## src/rtl/pulse_sync_gc_rx_mc_pkg.sv

```systemverilog
// -----------------------------------------------------------------------------
// pulse_sync_pkg
// Shared helpers for the multi-channel Gray-code pulse-count receiver.
//   gray2bin / bin2gray : Gray <-> binary conversion. Both work on a 32-bit
//                         container. A narrower code is zero-extended on the
//                         way in and truncated on the way out, and this gives
//                         the correct result for any width up to 32.
//   STAT_WIDTH          : width of the optional accepted-pulse counters
// -----------------------------------------------------------------------------
package pulse_sync_pkg;

  localparam int STAT_WIDTH = 32;
  localparam int GC_MAX_W   = 32;

  function automatic logic [GC_MAX_W-1:0] gray2bin(input logic [GC_MAX_W-1:0] g);
    logic [GC_MAX_W-1:0] b;
    b[GC_MAX_W-1] = g[GC_MAX_W-1];
    for (int i = GC_MAX_W - 2; i >= 0; i--) begin
      b[i] = b[i+1] ^ g[i];
    end
    return b;
  endfunction

  function automatic logic [GC_MAX_W-1:0] bin2gray(input logic [GC_MAX_W-1:0] b);
    return b ^ (b >> 1);
  endfunction

endpackage

```

## src/rtl/pulse_sync_gc_rx_mc_if.sv

```systemverilog
// -----------------------------------------------------------------------------
// pulse_sync_gc_rx_mc_if
// Bundles the per-channel signals of the Gray-code pulse receiver.
//   gc_in      : Gray counters from the source domain
//   dout_valid : channel has at least one pending pulse
//   dout_ready : consumer accepts one pulse this cycle
//   ovf        : sticky backlog-saturation flag
//   ovf_clr    : one-cycle clear of ovf
//   primed     : start-up priming complete
//   stat_cnt / stat_clr : accepted-pulse counters. These exist only when
//                         PULSE_SYNC_GC_STATS_EN is defined.
// modport master = receiver side, modport slave = source/consumer side.
// -----------------------------------------------------------------------------
interface pulse_sync_gc_rx_mc_if #(
  parameter int NUM_CH     = 4,
  parameter int CNTR_WIDTH = 3
);
  import pulse_sync_pkg::*;

  logic [NUM_CH-1:0][CNTR_WIDTH-1:0] gc_in;
  logic [NUM_CH-1:0]                 dout_valid;
  logic [NUM_CH-1:0]                 dout_ready;
  logic [NUM_CH-1:0]                 ovf;
  logic [NUM_CH-1:0]                 ovf_clr;
  logic                              primed;
`ifdef PULSE_SYNC_GC_STATS_EN
  logic [NUM_CH-1:0][STAT_WIDTH-1:0] stat_cnt;
  logic                              stat_clr;
`endif

  modport master (
    input  gc_in, dout_ready, ovf_clr,
`ifdef PULSE_SYNC_GC_STATS_EN
    input  stat_clr,
    output stat_cnt,
`endif
    output dout_valid, ovf, primed
  );

  modport slave (
    output gc_in, dout_ready, ovf_clr,
`ifdef PULSE_SYNC_GC_STATS_EN
    output stat_clr,
    input  stat_cnt,
`endif
    input  dout_valid, ovf, primed
  );

endinterface

```

## src/rtl/pulse_sync_gc_rx_mc_ch.sv

```systemverilog
// -----------------------------------------------------------------------------
// pulse_sync_gc_rx_ch
// One receive channel. It contains the Gray synchroniser chain, the decoder,
// the modular delta, the saturating backlog with sticky overflow, and an
// optional accepted-pulse counter (PULSE_SYNC_GC_STATS_EN).
//   clk_out, resetn : destination clock and synchronous active-low reset
//   primed          : from the top. While low, deltas are discarded.
//   gc_in           : asynchronous Gray count
//   dout_valid/ready: pulse handshake
//   ovf / ovf_clr   : sticky overflow flag and its clear
//   stat_clr/stat_cnt (optional) : counter clear and accepted-pulse count
// -----------------------------------------------------------------------------
module pulse_sync_gc_rx_ch
  import pulse_sync_pkg::*;
#(
  parameter int CNTR_WIDTH    = 3,
  parameter int SYNC_STAGES   = 2,
  parameter int BACKLOG_WIDTH = 8
) (
  input  logic                  clk_out,
  input  logic                  resetn,
  input  logic                  primed,
  input  logic [CNTR_WIDTH-1:0] gc_in,
  input  logic                  dout_ready,
  input  logic                  ovf_clr,
`ifdef PULSE_SYNC_GC_STATS_EN
  input  logic                  stat_clr,
  output logic [STAT_WIDTH-1:0] stat_cnt,
`endif
  output logic                  dout_valid,
  output logic                  ovf
);

  localparam logic [BACKLOG_WIDTH:0] SUM_MAX = (BACKLOG_WIDTH+1)'((1 << BACKLOG_WIDTH) - 1);

  logic [SYNC_STAGES-1:0][CNTR_WIDTH-1:0] sync_q, sync_d;
  logic [CNTR_WIDTH-1:0]    bin, bin_prev_q, bin_prev_d, delta, delta_acc;
  logic [BACKLOG_WIDTH-1:0] backlog_q, backlog_d;
  logic [BACKLOG_WIDTH:0]   sum;
  logic                     ovf_q, ovf_d, ovf_set, take;

  always_comb begin
    sync_d[0] = gc_in;
    for (int i = 1; i < SYNC_STAGES; i++) begin
      sync_d[i] = sync_q[i-1];
    end
  end

  assign bin        = CNTR_WIDTH'(gray2bin(GC_MAX_W'(sync_q[SYNC_STAGES-1])));
  assign dout_valid = (backlog_q != '0);
  assign take       = dout_valid & dout_ready;
  assign ovf        = ovf_q;

  always_comb begin
    bin_prev_d = bin;
    // Modular subtraction absorbs wrap of the source counter.
    delta      = bin - bin_prev_q;
    delta_acc  = primed ? delta : '0;
    // take is only possible with backlog >= 1, so this cannot underflow.
    sum        = {1'b0, backlog_q} + (BACKLOG_WIDTH+1)'(delta_acc)
                 - (BACKLOG_WIDTH+1)'(take);
    ovf_set    = (sum > SUM_MAX);
    backlog_d  = ovf_set ? {BACKLOG_WIDTH{1'b1}} : sum[BACKLOG_WIDTH-1:0];
    // Set wins over a same-cycle clear.
    ovf_d      = ovf_set | (ovf_q & ~ovf_clr);
  end

`ifdef PULSE_SYNC_GC_STATS_EN
  logic [STAT_WIDTH-1:0] stat_q, stat_d;
  // A take that coincides with the clear is deliberately not counted.
  assign stat_d   = stat_clr ? '0 : stat_q + STAT_WIDTH'(take);
  assign stat_cnt = stat_q;

  always_ff @(posedge clk_out) begin
    if (!resetn) stat_q <= '0;
    else         stat_q <= stat_d;
  end
`endif

  always_ff @(posedge clk_out) begin
    if (!resetn) begin
      sync_q     <= '0;
      bin_prev_q <= '0;
      backlog_q  <= '0;
      ovf_q      <= 1'b0;
    end else begin
      sync_q     <= sync_d;
      bin_prev_q <= bin_prev_d;
      backlog_q  <= backlog_d;
      ovf_q      <= ovf_d;
    end
  end

endmodule

```

## src/rtl/pulse_sync_gc_rx_mc.sv

```systemverilog
// -----------------------------------------------------------------------------
// pulse_sync_gc_rx_mc
// Receive side of a multi-channel Gray-code pulse-count crossing. Each channel
// turns the count delta of its source into a backlog, and the backlog is
// drained as a valid/ready pulse stream. This level holds only the shared
// start-up fill counter and the primed flag.
//   clk_out : destination clock
//   resetn  : synchronous active-low reset
//   bus     : pulse_sync_gc_rx_mc_if.master (gc_in, dout_valid/ready, ovf,
//             ovf_clr, primed, and the optional stat_cnt/stat_clr)
// Optional feature macro: PULSE_SYNC_GC_STATS_EN (per-channel accepted-pulse counters).
// -----------------------------------------------------------------------------
module pulse_sync_gc_rx_mc
  import pulse_sync_pkg::*;
#(
  parameter int NUM_CH        = 4,
  parameter int CNTR_WIDTH    = 3,
  parameter int SYNC_STAGES   = 2,
  parameter int BACKLOG_WIDTH = 8
) (
  input  logic                   clk_out,
  input  logic                   resetn,
  pulse_sync_gc_rx_mc_if.master  bus
);

  localparam int FILL_W = $clog2(SYNC_STAGES + 2);

  logic [FILL_W-1:0] fill_q, fill_d;
  logic              primed_q, primed_d;
  logic [NUM_CH-1:0] valid_w, ovf_w;

  // The fill counter runs SYNC_STAGES+1 cycles after reset release. This lets
  // the chain and bin_prev settle on post-reset samples, so the source's
  // pre-reset count is never turned into pulses.
  always_comb begin
    fill_d   = fill_q;
    primed_d = primed_q;
    if (!primed_q) begin
      fill_d = fill_q + FILL_W'(1);
      if (fill_q == FILL_W'(SYNC_STAGES)) primed_d = 1'b1;
    end
  end

  always_ff @(posedge clk_out) begin
    if (!resetn) begin
      fill_q   <= '0;
      primed_q <= 1'b0;
    end else begin
      fill_q   <= fill_d;
      primed_q <= primed_d;
    end
  end

`ifdef PULSE_SYNC_GC_STATS_EN
  logic [NUM_CH-1:0][STAT_WIDTH-1:0] stat_w;
  assign bus.stat_cnt = stat_w;
`endif

  genvar gi;
  generate
    for (gi = 0; gi < NUM_CH; gi++) begin : g_ch
      pulse_sync_gc_rx_ch #(
        .CNTR_WIDTH    (CNTR_WIDTH),
        .SYNC_STAGES   (SYNC_STAGES),
        .BACKLOG_WIDTH (BACKLOG_WIDTH)
      ) u_ch (
        .clk_out    (clk_out),
        .resetn     (resetn),
        .primed     (primed_q),
        .gc_in      (bus.gc_in[gi]),
        .dout_ready (bus.dout_ready[gi]),
        .ovf_clr    (bus.ovf_clr[gi]),
`ifdef PULSE_SYNC_GC_STATS_EN
        .stat_clr   (bus.stat_clr),
        .stat_cnt   (stat_w[gi]),
`endif
        .dout_valid (valid_w[gi]),
        .ovf        (ovf_w[gi])
      );
    end
  endgenerate

  assign bus.dout_valid = valid_w;
  assign bus.ovf        = ovf_w;
  assign bus.primed     = primed_q;

endmodule

```

## src/flat_wrapper.sv

```systemverilog
// flat-port wrapper written by rule: the top's interface ports become plain ports
module pulse_sync_gc_rx_mc_flat import pulse_sync_pkg::*;
#(
  parameter int NUM_CH        = 4,
  parameter int CNTR_WIDTH    = 3,
  parameter int SYNC_STAGES   = 2,
  parameter int BACKLOG_WIDTH = 8
)
  (clk_out, resetn, bus_gc_in, bus_dout_ready, bus_ovf_clr, bus_dout_valid, bus_ovf, bus_primed);
  pulse_sync_gc_rx_mc_if #(.NUM_CH(NUM_CH), .CNTR_WIDTH(CNTR_WIDTH)) bus_i ();
  input  logic clk_out;
  input  logic resetn;
  input wire logic [$bits(bus_i.gc_in)-1:0] bus_gc_in;
  input wire logic [$bits(bus_i.dout_ready)-1:0] bus_dout_ready;
  input wire logic [$bits(bus_i.ovf_clr)-1:0] bus_ovf_clr;
  output wire logic [$bits(bus_i.dout_valid)-1:0] bus_dout_valid;
  output wire logic [$bits(bus_i.ovf)-1:0] bus_ovf;
  output wire logic [$bits(bus_i.primed)-1:0] bus_primed;
  assign bus_i.gc_in = bus_gc_in;
  assign bus_i.dout_ready = bus_dout_ready;
  assign bus_i.ovf_clr = bus_ovf_clr;
  assign bus_dout_valid = bus_i.dout_valid;
  assign bus_ovf = bus_i.ovf;
  assign bus_primed = bus_i.primed;
  pulse_sync_gc_rx_mc #(.NUM_CH(NUM_CH), .CNTR_WIDTH(CNTR_WIDTH), .SYNC_STAGES(SYNC_STAGES), .BACKLOG_WIDTH(BACKLOG_WIDTH)) u_core (.clk_out(clk_out), .resetn(resetn), .bus(bus_i));
endmodule
```

## config.mk

```make
export PLATFORM = sky130hd
export DESIGN_NAME = pulse_sync_gc_rx_mc_flat
export DESIGN_NICKNAME = d
export VERILOG_FILES = /design/src/rtl/pulse_sync_gc_rx_mc_pkg.sv /design/src/rtl/pulse_sync_gc_rx_mc_if.sv /design/src/rtl/pulse_sync_gc_rx_mc_ch.sv /design/src/rtl/pulse_sync_gc_rx_mc.sv /design/src/flat_wrapper.sv
export SDC_FILE = /design/constraint.sdc
export NUM_CORES = 1
export LEC_CHECK = 0
export ABC_AREA = 1
export ABC_CLOCK_PERIOD_IN_PS = 4400
export CORE_UTILIZATION = 35
export DETAILED_ROUTE_END_ITERATION = 7
export HOLD_SLACK_MARGIN = 0.02
export SYNTH_ARGS = -nofsm -noshare
export SYNTH_HDL_FRONTEND = slang
export SYNTH_HIERARCHICAL = 1
export SYNTH_SLANG_ARGS = --single-unit
```

## constraint.sdc

```tcl
create_clock -name clk_out -period 4.4 [get_ports clk_out]
set_input_delay 0.88 -clock clk_out [delete_from_list [all_inputs] [get_ports clk_out]]
set_output_delay 0.88 -clock clk_out [all_outputs]
set_load 0.05 [all_outputs]
```

=== Word-level counts from Yosys, hierarchy flattened ===
Index checks and enable logic that the tools add are counted.
W data, S select, Z words.

* Register bits: 75
* Bits in latches: 0
* RAM bits: 0
* Bits in read-only memories: 0
* Input bits: 22
* Output and inout port bits: 9
* Word-level logic and storage cells: 78
* Memories kept: 0

* Add/sub/neg operators: 13
* $mul: 0
* Divide/modulo/power cells: 0
* Order comparisons: 4
* Equality and inequality tests: 1
* Shift-type cells: 0
* Mux-type cells: 10
* Bitwise logic cells: 24
* Reduce and logical (&&, ||, !) cells: 4

{| class="wikitable"
|+ Operator list
! cell !! number
|-
| $add A8 B3 Y9 || 4
|-
| $gt A9 B8 Y1 const B || 4
|-
| $sub A9 B1 Y9 || 4
|-
| $mux W8 || 4
|-
| $reduce_bool A8 Y1 || 4
|-
| $mux W3 || 4
|-
| $sub A3 B3 Y3 || 4
|-
| $and A1 B1 Y1 || 8
|-
| $xor A1 B1 Y1 || 8
|-
| $not A1 Y1 || 4
|-
| $or A1 B1 Y1 || 4
|-
| $add A2 B1 Y2 const B || 1
|-
| $eq A2 B2 Y1 const B || 1
|-
| $mux W1 || 2
|}

=== Longest topological paths before layout ===
* Depth after elaboration: 8
* Gate-level depth with buffers: 17
* Mapped depth without buffers: 17

=== Hierarchy ===
The synthesis kept the hierarchy.

{| class="wikitable"
|+ By module, submodules not included
! module !! instances !! cells each !! area an instance (um^2) !! sequential area each (um^2)
|-
| pulse_sync_gc_rx_ch || 4 || 168 || 1,182.4 || 360.3
|-
| pulse_sync_gc_rx_mc || 1 || 15 || 117.6 || 60.1
|}

=== Worst setup path after synthesis ===
Ideal clock, no wire load.

* Path type: reg-to-reg
* From: register u_core.g_ch[1].u_ch.sync_q, in the netlist u_core/g_ch[1].u_ch/bin[2]
* To: register u_core.g_ch[1].u_ch.backlog_q[3]
* Library setup time: 0.110 ns
* Data arrival time: 3.007 ns
* Data required time: 4.290 ns
* Setup slack: 1.283 ns
* Stages on the path, launching flop included: 17
* Path buffers: 0
* Clock period less this slack: 3.117 ns
* Cells stage by stage: dfxtp_1 > xnor2_1 > xor2_1 > ha_1 > fa_1 > or2_2 > ha_1 > inv_1 > fa_1 > nand3_1 > nand2_2 > nand2_2 > nand2_2 > nand2_2 > nand3_1 > nand2_1 > inv_1

* Longest elaborated chain between the ends: 8

{| class="wikitable"
|+ Ends and longest elaborated chain
! item !! line !! RTL
|-
| start: declaration || pulse_sync_gc_rx_mc_ch.sv:36 || <nowiki>logic [SYNC_STAGES-1:0][CNTR_WIDTH-1:0] sync_q, sync_d;</nowiki>
|-
| start signal: assignment || pulse_sync_gc_rx_mc_ch.sv:87 || <nowiki>sync_q <= sync_d;</nowiki>
|-
| $xor A1 B1 Y1 (2 in series) || pulse_sync_gc_rx_mc_pkg.sv:19 || <nowiki>b[i] = b[i+1] ^ g[i];</nowiki>
|-
| $sub A3 B3 Y3 (*) || pulse_sync_gc_rx_mc_ch.sv:57 || <nowiki>delta = bin - bin_prev_q;</nowiki>
|-
| $mux W3 (*) || pulse_sync_gc_rx_mc_ch.sv:58 || <nowiki>delta_acc = primed ? delta : '0;</nowiki>
|-
| $add A8 B3 Y9 (*) || pulse_sync_gc_rx_mc_ch.sv:60 || <nowiki>sum = {1'b0, backlog_q} + (BACKLOG_WIDTH+1)'(delta_acc)</nowiki>
|-
| $sub A9 B1 Y9 (*) || pulse_sync_gc_rx_mc_ch.sv:61 || <nowiki>- (BACKLOG_WIDTH+1)'(take);</nowiki>
|-
| $gt A9 B8 Y1 || pulse_sync_gc_rx_mc_ch.sv:62 || <nowiki>ovf_set = (sum > SUM_MAX);</nowiki>
|-
| $mux W8 (*) || pulse_sync_gc_rx_mc_ch.sv:63 || <nowiki>backlog_d = ovf_set ? {BACKLOG_WIDTH{1'b1}} : sum[BACKLOG_WIDTH-1:0];</nowiki>
|-
| end signal: assignment || pulse_sync_gc_rx_mc_ch.sv:89 || <nowiki>backlog_q <= backlog_d;</nowiki>
|-
| end: declaration || pulse_sync_gc_rx_mc_ch.sv:38 || <nowiki>logic [BACKLOG_WIDTH-1:0] backlog_q, backlog_d;</nowiki>
|}

Mark *: on every way between the ends. The rest lies on a longest branch, timed or not.
A chain may end at the register's enable or synchronous reset.

=== Worst setup path after layout ===
* From: register u_core.g_ch[3].u_ch.sync_q, in the netlist u_core/g_ch[3].u_ch/bin[2]
* To: register u_core.g_ch[3].u_ch.backlog_q[2]

* Longest elaborated chain between the ends: 8

{| class="wikitable"
|+ Ends and longest elaborated chain
! item !! line
|-
| start: declaration || pulse_sync_gc_rx_mc_ch.sv:36
|-
| start signal: assignment || pulse_sync_gc_rx_mc_ch.sv:87
|-
| $xor A1 B1 Y1 (2 in series) || pulse_sync_gc_rx_mc_pkg.sv:19
|-
| $sub A3 B3 Y3 (*) || pulse_sync_gc_rx_mc_ch.sv:57
|-
| $mux W3 (*) || pulse_sync_gc_rx_mc_ch.sv:58
|-
| $add A8 B3 Y9 (*) || pulse_sync_gc_rx_mc_ch.sv:60
|-
| $sub A9 B1 Y9 (*) || pulse_sync_gc_rx_mc_ch.sv:61
|-
| $gt A9 B8 Y1 || pulse_sync_gc_rx_mc_ch.sv:62
|-
| $mux W8 (*) || pulse_sync_gc_rx_mc_ch.sv:63
|-
| end signal: assignment || pulse_sync_gc_rx_mc_ch.sv:89
|-
| end: declaration || pulse_sync_gc_rx_mc_ch.sv:38
|}

Marked as above.

==> flow_summary.yaml <==
worst_setup_path:
  critPathCaptureType: "flop"
  cp_max_fo: 6
  crit_type: "reg -> reg"
  max_stage_delay_ns: 0.45
  critical_path.most_common_cell: "nand2_2"
  crit_slowest_cell: "fa_1"
  path_cells: "xnor2_1, xor2_1, ha_1, fa_1, or2_2, ha_1, inv_1, fa_1, nand3_1, nand2_2, nand2_2, nand2_2, nand2_2, nand3_1, nand2_1, inv_1"
  cp-start-kind: "flop"
  worstPathArrival_ns: 3.65
  crit_required_ns: 4.64
  crit_family: "adder cells"
  worst-path-buf-inv: 2
floorplan:
  die_y_um: 119.7
  chipWidth_um: 119.7
  initial_core_util_pct: 36.17
  ios: 31
  rows: 42
  core_area_sq_mm: 0.01340
  dieArea_sq_mm: 0.01432
synth:
  synthMuxAreaShare_pct: 0
  synth_commonest_cells: "inv_1, nand2_1, dfxtp_1, nand3_1, ha_1"
  synth-compound-area-share_pct: 4.285
  synth_nets: 774
  synth_largest_area_cell: "dfxtp_1"
  synth_ff_type: "dfxtp_1"
  synth.most_common_cell: "inv_1"
  ys_ff_latch: 75
  async_reset_ff_share_pct: 0
  synth.distinct_cells: 19
  synth_fa_ha_area_share_pct: 18.02
  seq_area_frac_synth_pct: 30.98
  yosysWarningCount: 6
  syn_area_sq_mm: 0.004847
  synth_simple_gate_area_share_pct: 27.98
  avgSynthCellArea_sq_um: 7.056
  synthXorXnorAreaFrac_pct: 4.337
  synth_top_area_share_pct: 30.98
  synth_top_family_by_area: "simple AND/OR/NAND/NOR gates"
  synth_edf_count: 0
  synthTopCellsByArea: "dfxtp_1, ha_1, inv_1"
  synthCells: 687
cells_and_area:
  final-seq-area_sq_mm: 0.001501
  multiInputGateArea_sq_mm: 0.002648
  final_cell_area_sq_mm: 0.005639
  fin_nets: 812
  diodes: 0
  nFillCells: 1434
  layoutNonFillerInstCount: 906
  drive_above_1_share_pct: 9.726
  area_growth_syn_to_layout_pct: 16.34
detailed_routing:
  vias: 3761
  drtIter0Drc: 122
  drtPass1Iterations: 4
  via_per_inst: 4.151
  ant_nets: 0
  finalWirelength_um: 8516
  post_drt_wl_per_cell_um: 9.400
  drc: 0
sta:
  clock.fmax_mhz: 293.0
  maxSlewHeadroom_pct: 46.93
  post-route-min-period_ns: 3.413
  finClkSkew_ns: 0.007312
  fin_crit_sh_pct: 77.58
  slew_violations: 0
  rsz0062_at_grt: "false"
  fin_tns_setup_ns: 0
  setup_viol: 0
  hold_viol_final: 0
  worstMarginPinSlew_ns: 0.7961
outcome:
  status: "complete, no violations"
clock_tree:
  hold_buffers: 0
  cts_resized: 0
  cts_buffer_depth: 2
  htreeDepth: 3
  postCtsSetupBuffers: 0
  cts_tree: "done"
  cts_num_sinks: 75
  cts_buffers: 9
  clkTransAtPathRegs_ns: 0.07
  insertion_delay_ns: 0.33
  root_buffer: "clkbuf_16"
placement:
  placed_area_sq_mm: 0.005355
  port_buffers: 30
  place_inst: 890
  dpl.hpwl_um: 6695
  place_congestion: 0.8144
global_route:
  grt_overflow: 0
  grt_usage_pct: 13.07
  grt_first_pass_wirelength_um: 15150
  grt_max_degree: 43
  grt_pass1_vias: 3602
  grt_antenna_before_repair: 0
worst_hold_path:
  min_path_type: "reg -> reg"
run:
  drv_cap: 0
state kept, by name, summed over array words and instances, names as in the netlist:
signal,count
u_core/g_ch.u_ch/sync_q,8
u_core/fill_q,2
u_core/g_ch.u_ch/sync_d,12
u_core/g_ch.u_ch/bin_prev_q,12
u_core/g_ch.u_ch/bin,4
u_core/bus.primed,1
u_core/g_ch.u_ch/ovf,4
u_core/g_ch.u_ch/backlog_q,32
area by class of cell:
cell class	instances	share of cell area, %
clock inverters	7	1.043
repair buffers	31	5.369
inverters	182	12.11
flip-flops and latches	75	26.63
multi-input cells	426	46.95
well taps	176	3.905
clock buffers	9	3.994
path summary, 6_finish.rpt:
kind	slack, ns	depth (start not counted)	end	from
setup / recovery	0.99	16	u_core/g_ch[3].u_ch/backlog_q[2]	u_core/g_ch[3].u_ch/bin[2]
hold reg to reg	0.41	2	u_core/g_ch[0].u_ch/sync_q[4]	u_core/g_ch[0].u_ch/sync_d[4]
setup reg to reg	0.99	16	u_core/g_ch[3].u_ch/backlog_q[2]	u_core/g_ch[3].u_ch/bin[2]
hold / removal	0.41	2	u_core/g_ch[0].u_ch/sync_q[4]	u_core/g_ch[0].u_ch/sync_d[4]
worst min-delay path, stage by stage (launching register included):
cell	delay (ns)
dfxtp_1	0.30
nand2_1	0.05
inv_1	0.04
cells by family (layout without fill, tap and decap cells):
| logic type | after synthesis | in the layout |
|---|---|---|
| fa+ha+maj | 65 | 65 |
| flops | 75 | 75 |
| compound gates | 29 | 29 |
| xor+xnor | 24 | 24 |
| buf+inv | 186 | 229 |
| simple gates | 308 | 308 |
metrics by stage:
| stage | setup WS (ns) | hold WS, ns | utilization, % |
|---|---|---|---|
| finish | 0.9865 | 0.4108 | 42.08 |
| floorplan | 1.283 | 0.3905 | - |
| CTS | 0.9548 | 0.4115 | 42.08 |
| global placement | 1.000 | 0.3916 | 39.96 |
| detailed placement | 1.020 | 0.3995 | 39.96 |
| global route | 0.6877 | 0.4243 | 42.08 |
layout by cell type (no fill, tap or decap), drive strengths merged, types with 9 or more instances in the layout:
master           n
nand3           64
xnor2           16
nor2            32
a21oi           28
dfxtp           75
clkbuf           9
or2             12
nand2          196
ha              57
clkdlybuf4s50   29
inv            185
layer usage:
| layer | wire (um) | GRT usage (%) | vias to the layer above |
|---|---|---|---|
| met5 | 0 | 0 | - |
| met4 | 155 | 6.094 | 0 |
| met3 | 155 | 1.568 | 11 |
| met2 | 3842 | 22.00 | 36 |
| met1 | 4364 | 16.60 | 1596 |
| li1 | - | - | 2118 |
Power is left out: the tool's default activity adds up to more than one toggle a clock period on the data nets, which glitch-free logic cannot reach.
